===== config.mk =====
export PLATFORM = sky130hd
export DESIGN_NAME = dsp48_mac_wrap
export DESIGN_NICKNAME = d
export VERILOG_FILES = /design/src/rtl/dsp48_mac_pkg.sv /design/src/rtl/dsp48_mac_preadd.sv /design/src/rtl/dsp48_mac_wrap.sv
export SDC_FILE = /design/constraint.sdc
export NUM_CORES = 2
export LEC_CHECK = 0
export ABC_AREA = 1
export BUFFER_PORTS_ARGS = -buffer_cell sky130_fd_sc_hd__buf_2
export CAP_MARGIN = 0
export CORE_UTILIZATION = 55
export DETAILED_ROUTE_END_ITERATION = 8
export GPL_ROUTABILITY_DRIVEN = 0
export HOLD_SLACK_MARGIN = 0.1
export PLACE_DENSITY = 0.74
export SYNTH_ARGS = -nofsm -noshare
export SYNTH_HDL_FRONTEND = slang
export SYNTH_SLANG_ARGS = --single-unit

===== constraint.sdc =====
create_clock -name clock -period 5.7 [get_ports clock]
set_input_delay 1.14 -clock clock [delete_from_list [all_inputs] [get_ports clock]]
set_output_delay 1.14 -clock clock [all_outputs]
set_load 0.1 [all_outputs]

===== src/rtl/dsp48_mac_pkg.sv =====
// Widths, Z-select codes and pre-adder op codes shared by the DSP48-style MAC wrapper.
package dsp48_mac_pkg;

    localparam int A_W = 25;
    localparam int B_W = 18;
    localparam int M_W = A_W + B_W;
    localparam int P_W = 48;
    localparam int ZSH = 17;

    // Z operand select, taken from mode[4:2]; unlisted codes select zero
    localparam logic [2:0] ZSEL_ZERO    = 3'b000;
    localparam logic [2:0] ZSEL_PCIN    = 3'b001;
    localparam logic [2:0] ZSEL_P       = 3'b010;
    localparam logic [2:0] ZSEL_C       = 3'b011;
    localparam logic [2:0] ZSEL_PCIN_SH = 3'b101;
    localparam logic [2:0] ZSEL_P_SH    = 3'b110;

    // Pre-adder op, taken from mode[1:0]
    localparam logic [1:0] PRE_A_PLUS_D  = 2'b00;
    localparam logic [1:0] PRE_D_MINUS_A = 2'b01;
    localparam logic [1:0] PRE_A_ONLY    = 2'b10;
    localparam logic [1:0] PRE_ZERO      = 2'b11;

    function automatic logic [P_W-1:0] ash17(input logic [P_W-1:0] v);
        return {{ZSH{v[P_W-1]}}, v[P_W-1:ZSH]};
    endfunction

endpackage


===== src/rtl/dsp48_mac_preadd.sv =====
// A/D input register stages plus the registered pre-adder (AD) stage.
// The pre-adder op travels through the same stages as A so it stays aligned.
module dsp48_mac_preadd
    import dsp48_mac_pkg::*;
#(
    parameter int    AREG      = 1,
    parameter string USE_DPORT = "TRUE"
) (
    input  logic                  clock,
    input  logic                  reset,
    input  logic                  ce1,
    input  logic                  ce2,
    input  logic signed [A_W-1:0] a,
    input  logic signed [A_W-1:0] d,
    input  logic [1:0]            op,
    output logic signed [A_W-1:0] ad
);

    logic signed [A_W-1:0] a1_q, a1_d, a2_q, a2_d;
    logic signed [A_W-1:0] d1_q, d1_d, d2_q, d2_d;
    logic [1:0]            op1_q, op1_d, op2_q, op2_d;
    logic signed [A_W-1:0] ad_q, ad_d;
    logic signed [A_W-1:0] a_s, d_s;
    logic [1:0]            op_s;

    always_comb begin
        a1_d  = ce1 ? a  : a1_q;
        d1_d  = ce1 ? d  : d1_q;
        op1_d = ce1 ? op : op1_q;
        a2_d  = ce2 ? a1_q  : a2_q;
        d2_d  = ce2 ? d1_q  : d2_q;
        op2_d = ce2 ? op1_q : op2_q;

        a_s  = (AREG == 2) ? a2_q  : a1_q;
        d_s  = (AREG == 2) ? d2_q  : d1_q;
        op_s = (AREG == 2) ? op2_q : op1_q;

        // Results are 25 bits wide; the carry out is deliberately dropped
        ad_d = ad_q;
        if (ce2) begin
            if (USE_DPORT == "FALSE") begin
                ad_d = a_s;
            end else begin
                case (op_s)
                    PRE_A_PLUS_D:  ad_d = a_s + d_s;
                    PRE_D_MINUS_A: ad_d = d_s - a_s;
                    PRE_A_ONLY:    ad_d = a_s;
                    default:       ad_d = '0;
                endcase
            end
        end
    end

    always_ff @(posedge clock) begin
        if (reset) begin
            a1_q  <= '0;
            a2_q  <= '0;
            d1_q  <= '0;
            d2_q  <= '0;
            op1_q <= '0;
            op2_q <= '0;
            ad_q  <= '0;
        end else begin
            a1_q  <= a1_d;
            a2_q  <= a2_d;
            d1_q  <= d1_d;
            d2_q  <= d2_d;
            op1_q <= op1_d;
            op2_q <= op2_d;
            ad_q  <= ad_d;
        end
    end

    assign ad = ad_q;

endmodule


===== src/rtl/dsp48_mac_wrap.sv =====
// DSP48E1-style MAC: pre-adder, 25x18 multiply, 48-bit Z-selectable accumulator, scaled output.
// Define DSP48_MAC_WRAP_OVF_EN to add the registered signed-overflow flag output ovf.
module dsp48_mac_wrap
    import dsp48_mac_pkg::*;
#(
    parameter int    S         = 18,
    parameter int    AREG      = 1,
    parameter int    BREG      = 2,
    parameter string USE_DPORT = "TRUE"
) (
    input  logic                  clock,
    input  logic                  reset,
    input  logic                  ce1,
    input  logic                  ce2,
    input  logic                  cem,
    input  logic                  cep,
    input  logic signed [A_W-1:0] a,
    input  logic signed [B_W-1:0] b,
    input  logic signed [P_W-1:0] c,
    input  logic signed [A_W-1:0] d,
    input  logic [4:0]            mode,
    input  logic signed [P_W-1:0] pcin,
    output logic signed [P_W-1:0] pcout,
`ifdef DSP48_MAC_WRAP_OVF_EN
    output logic                  ovf,
`endif
    output logic [P_W-S-1:0]      p
);

    logic signed [A_W-1:0] ad;
    logic signed [B_W-1:0] b1_q, b1_d, b2_q, b2_d, b_s;
    logic signed [M_W-1:0] m_q, m_d;
    logic signed [P_W-1:0] c_q, c_d;
    logic [2:0]            zsel_q, zsel_d;
    logic signed [P_W-1:0] p_q, p_d;
    logic signed [P_W-1:0] m_ext, z, sum;

    dsp48_mac_preadd #(
        .AREG      (AREG),
        .USE_DPORT (USE_DPORT)
    ) u_preadd (
        .clock (clock),
        .reset (reset),
        .ce1   (ce1),
        .ce2   (ce2),
        .a     (a),
        .d     (d),
        .op    (mode[1:0]),
        .ad    (ad)
    );

    always_comb begin
        b1_d = ce1 ? b    : b1_q;
        b2_d = ce2 ? b1_q : b2_q;
        b_s  = (BREG == 2) ? b2_q : b1_q;

        // Operands widened first so the full 43-bit signed product is kept
        m_d = cem ? (M_W'(ad) * M_W'(b_s)) : m_q;

        c_d    = cep ? c : c_q;
        zsel_d = cep ? mode[4:2] : zsel_q;

        m_ext = P_W'(m_q);
        case (zsel_q)
            ZSEL_PCIN:    z = pcin;
            ZSEL_P:       z = p_q;
            ZSEL_C:       z = c_q;
            ZSEL_PCIN_SH: z = ash17(pcin);
            ZSEL_P_SH:    z = ash17(p_q);
            default:      z = '0;
        endcase
        sum = m_ext + z;
        p_d = cep ? sum : p_q;
    end

    always_ff @(posedge clock) begin
        if (reset) begin
            b1_q   <= '0;
            b2_q   <= '0;
            m_q    <= '0;
            c_q    <= '0;
            zsel_q <= ZSEL_ZERO;
            p_q    <= '0;
        end else begin
            b1_q   <= b1_d;
            b2_q   <= b2_d;
            m_q    <= m_d;
            c_q    <= c_d;
            zsel_q <= zsel_d;
            p_q    <= p_d;
        end
    end

`ifdef DSP48_MAC_WRAP_OVF_EN
    logic ovf_q, ovf_d, add_ovf;

    // Signed overflow: operands share a sign that the wrapped sum does not
    always_comb begin
        add_ovf = (m_ext[P_W-1] == z[P_W-1]) && (sum[P_W-1] != m_ext[P_W-1]);
        ovf_d   = cep ? add_ovf : ovf_q;
    end

    always_ff @(posedge clock) begin
        if (reset) begin
            ovf_q <= 1'b0;
        end else begin
            ovf_q <= ovf_d;
        end
    end

    assign ovf = ovf_q;
`endif

    assign pcout = p_q;
    assign p     = p_q[P_W-1:S];

endmodule


### Word level (Yosys, flattened, before mapping)

Cells that the tools add are included.

* flip-flop bits (word level): 255
* output and inout bits: 78

* $add $sub $neg: 3
* $mul: 1
* equal/unequal tests: 7
* multiplexer cells: 2
* reduce and logical (&&, ||, !) cells: 1

Operator list (count)
* $pmux W48 S5: 1
* $pmux W25 S3: 1
* $add A43 B48 Y48: 1
* $mul A25 B18 Y43: 1
* $add A25 B25 Y25: 1
* $sub A25 B25 Y25: 1
* $eq A3 B2 Y1 const B: 2
* $eq A3 B3 Y1 const B: 2
* $eq A3 B1 Y1 const B: 1
* $eq A2 B1 Y1 const B: 1
* $eq A2 B2 Y1 const B: 1
* $logic_not A2 Y1: 1

### Longest topological paths before layout

* word-level depth: 3
* mapped depth: 30

### Cells and area by module

A second synthesis with hierarchy kept.

* cells, all modules: 5227
* area, all modules: 34730.8 µm²

By module, submodules not included
* dsp48_mac_wrap: times used 1, cells each 4415, area an instance 29617.2 µm², sequential area each 3563.4 µm²
* dsp48_mac_preadd: times used 1, cells each 812, area an instance 5113.7 µm², sequential area each 1541.5 µm²

### Least setup slack after synthesis

Ideal clock, no wire load.

* kind: flip-flop to flip-flop
* start point: reg u_preadd.ad_q[24], in the netlist u_preadd.ad[24]
* end point: reg m_q[42]
* setup time: 0.109 ns
* data arrival time: 5.507 ns
* required time: 5.591 ns
* path slack: 0.084 ns
* cell stages (with the launch flop): 24
* period minus slack after synthesis: 5.616 ns
* cells stage by stage: dfxtp_1 clkbuf_1 clkbuf_1 nand2_1 fa_1 inv_1 fa_1 fa_1 fa_1 inv_1 fa_1 inv_1 fa_1 ha_1 inv_1 o21ai_0 a21oi_1 nand2_1 a21oi_1 nand3_1 nand2_1 nand3_1 nand2_1 inv_1

* word-level cells in the longest chain between the ends: 1

Ends and longest elaborated chain
* start: declaration: RTL line dsp48_mac_preadd.sv:22 `logic signed [A_W-1:0] ad_q, ad_d;`
* start signal: assignment: RTL line dsp48_mac_preadd.sv:62 `ad_q <= '0;`
* start signal: assignment: RTL line dsp48_mac_preadd.sv:70 `ad_q <= ad_d;`
* $mul A25 B18 Y43: RTL line dsp48_mac_wrap.sv:58 `m_d = cem ? (M_W'(ad) * M_W'(b_s)) : m_q;`
* end signal: assignment: RTL line dsp48_mac_wrap.sv:87 `m_q <= m_d;`
* end: declaration: RTL line dsp48_mac_wrap.sv:32 `logic signed [M_W-1:0] m_q, m_d;`

No other way between the ends.
A chain may end at the register's enable or synchronous reset.

### Worst setup path in the final report

* start point: reg b2_q[17]
* end point: reg m_q[36]

* word-level cells in the longest chain between the ends: 1

Ends and longest elaborated chain
* start: declaration: RTL line dsp48_mac_wrap.sv:31 `logic signed [B_W-1:0] b1_q, b1_d, b2_q, b2_d, b_s;`
* start signal: assignment: RTL line dsp48_mac_wrap.sv:79 `b2_q <= '0;`
* start signal: assignment: RTL line dsp48_mac_wrap.sv:86 `b2_q <= b2_d;`
* $mul A25 B18 Y43: RTL line dsp48_mac_wrap.sv:58

No other way between the ends.

==> out/summary.txt <==
outcome - completed
Die Y - 250 um
CP top delay family - adder cells
via/cell ratio - 5.46
Worst Hold Depth - 2
Min Hold Slack - 0.463 ns
Syn Area/Cell - 6.72 um^2
TritonCTS buffer count - 28
met3 GRT Util - 7.89%
Rows - 90
reg2reg end - m_q[36]
Worst path slowest cell - fa_1
register area share after synthesis - 15.1%
leakage power - 21.4 nW
total power - 11.3 mW
final WL - 107000 um
worst rel slew slack - 30.1%
unrepaired setup endpoints after global routing - true
CTS Sinks - 255
Final Slew Violations - 0
clock tree buffer depth - 3
largest net degree at the start of global routing - 125
CTS Root Cell - clkbuf_16
R2R Setup Slk - 0.19 ns
die area - 0.0626 mm^2
Fmax achieved - 181 MHz
total track usage - 33.9%
crit path time final - 5.51 ns
maxcap violations - 0
mapped cell area - 0.0339 mm^2
synthesis-to-layout area growth - 13.6%
first-pass GRT wire length - 169000 um
DP Wirelength - 86700 um
crit-path max FO - 8
Synth Net Count - 5840
Hold Crit Endpoint - b2_q[7]
met1 Usage GRT - 46.1%
reg2reg path depth - 24
H-tree Lvls - 1
Cell Pwr Density - 294 mW/mm^2
sequence of cells on the critical path - clkinvlp_4 -> buf_12 -> or2_2 -> fa_1 -> fa_1 -> inv_1 -> fa_1 -> fa_1 -> fa_1 -> inv_1 -> fa_1 -> inv_1 -> ha_4 -> nand2_1 -> nor2_2 -> inv_1 -> nor2_2 -> nand2_1 -> nand3_2 -> nand3b_1 -> nand3_1 -> nand3_1 -> nand2_1 -> inv_1
antenna-violating nets left - 0
most common cell after layout, fill and taps aside - nand2_1
detailed router's first-iteration violation count - 3372
Yosys top cell by area - fa_1
met2 Use GR - 53.9%
worst min path class - reg -> reg
HP Start - b1_q[7]
Clk Latency, worst-skew pair - 0.61 ns
worst IR drop on VDD - 0.233 mV
# nets final - 6074
DRC viols - 0
final hold vios - 0
starting density of the core - 55.9%
Period Utilization, post-route - 96.7%
drt first pass iters - 7
clock transition at the registers of the reported paths - 0.08 ns
WP data arrival - 6.02 ns
total number of vias - 33.2k
Most Used Layer, Global Route - met2
Most Frequent Cell on Critical Path - fa_1
IO Port Bufs - 252
clk_skew - 0.0650 ns
TNS Setup - 0 ns
Yosys Warn Count - 0
Setup-failing EPs final - 0
Crit Path Category - reg -> reg
initial antenna violation count - 4
core area - 0.0606 mm^2
Synth Register Bits - 255
CP max stage delay - 0.53 ns
pin slew with the least headroom to its limit - 1.05 ns
die width - 250 um
number of global-route vias before repair - 32.1k
startpoint class of the critical path - register
CP required - 6.21 ns
Critical R2R Launch - b2_q[17]
top area cells in the synthesized netlist - fa_1 (26%), dfxtp_1 (15%), nand2_1 (13%), inv_1 (13%), ha_1 (6.6%)
crit end category - register
GRT overflow - 0
commonest non-fill, non-tap cells in the layout - nand2_1 (1175), inv_1 (1142), nor2_1 (560)
CTS tree - built
DR WL/cell - 17.7 um
Yosys cell types - 47
Synth top area share - 26.2%
IO Pins - 253
synthesized instance count - 5043
share of cells above drive strength 1 - 12.5%
Buf/Inv on CP - 7
## cell type report
class	count	area (um^2)
clock buffer	36	791
antenna	1	2.50
sequential	255	5170
clock inverter	16	214
tap	782	978
timing repair buffer	444	3170
fill	5510	22100
multi-input combinational	3368	23700
inverter	1180	4440
## worst max-delay path by stage
stage	startpoint	to	slack [ns]	cells after the start
final	b2_q[17]	m_q[36]	0.19	24
after global routing	b2_q[9]	m_q[40]	-0.08	26
after CTS	u_preadd.ad[21]	m_q[28]	0.005	21
after detailed placement	b2_q[3]	m_q[25]	-0.20	24
after global placement	b2_q[3]	m_q[42]	-0.10	22
after floorplan	u_preadd.ad[24]	m_q[42]	0.08	23
## repair_timing
action | in CTS | in global routing
setup buffers | 0 | 10
pin swaps | 0 | 17
gates cloned | 0 | 4
gates resized for setup | 7 | 130
setup endpoints to repair | 27 | 30
hold buffers | 0 | 0
## cells by family after synthesis
family	share of synthesized area (%)
fa+ha+maj	32.8
xor+xnor	1.47
simple gates	24.0
flops	15.1
compound gates	10.6
buf+inv	16.1
## tightest hold or removal path, stage by stage (launching register included)
cell and delay, ns:
dfxtp_1 0.32, nor2_1 0.05, nor2_1 0.08
## registers in the layout, summed over array words and instances (netlist names)
name / cells
pcout: 48
u_preadd.op1_q: 2
c_q: 48
b2_q: 18
b1_q: 18
u_preadd.ad: 25
u_preadd.a1_q: 25
zsel_q: 3
m_q: 43
u_preadd.d1_q: 25
## per-stage QoR
stage / instance area (um^2) / instances / setup WS, ns / utilization [%]
floorplan: 33900 / 5043 / 0.0839 / -
global placement: 36800 / 6015 / -0.101 / 60.7
detailed placement: 36800 / 6015 / -0.198 / 60.7
CTS: 37800 / 6067 / 0.00483 / 62.4
global route: 38500 / 6082 / -0.0772 / 63.5
finish: 38500 / 6082 / 0.188 / 63.5
## metal layers
| metal | vias up | share of wire (%) | wire length [um] |
|---|---|---|---|
| li1 | 15575 | - | - |
| met1 | 15669 | 40 | 43300 |
| met2 | 1708 | 44 | 47700 |
| met3 | 269 | 12 | 12600 |
| met4 | 2 | 3.6 | 3850 |
| met5 | - | 0.012 | 13 |
## power by group
| group | internal (mW) | leakage [nW] | total (mW) | switching, mW |
|---|---|---|---|---|
| Combinational | 2.60 | 18.8 | 7.00 | 4.40 |
| Sequential | 2.00 | 2.13 | 2.33 | 0.323 |
| Clock | 1.17 | 0.493 | 2.00 | 0.829 |
| Total | 5.77 | 21.4 | 11.3 | 5.55 |
## Yosys cell counts, drive strengths merged
master / n
o22ai: 15
nand2: 1191
dfxtp: 255
o2111ai: 18
a21oi: 214
o221a: 1
nor4: 2
nor3b: 2
a21boi: 2
a22oi: 1
and2: 5
fa: 443
o21a: 1
nor2: 591
o31ai: 3
o211ai: 8
a221oi: 22
a31oi: 12
nand3: 158
clkbuf: 174
a31o: 2
a21o: 5
nor3: 24
inv: 1178
o21ai: 317
o221ai: 7
ha: 179
clkinv: 2
nand4: 47
buf: 66
or2: 13
xor2: 45
xnor2: 12
o21bai: 22
nand3b: 6
Power figures use the tool's default switching activity.
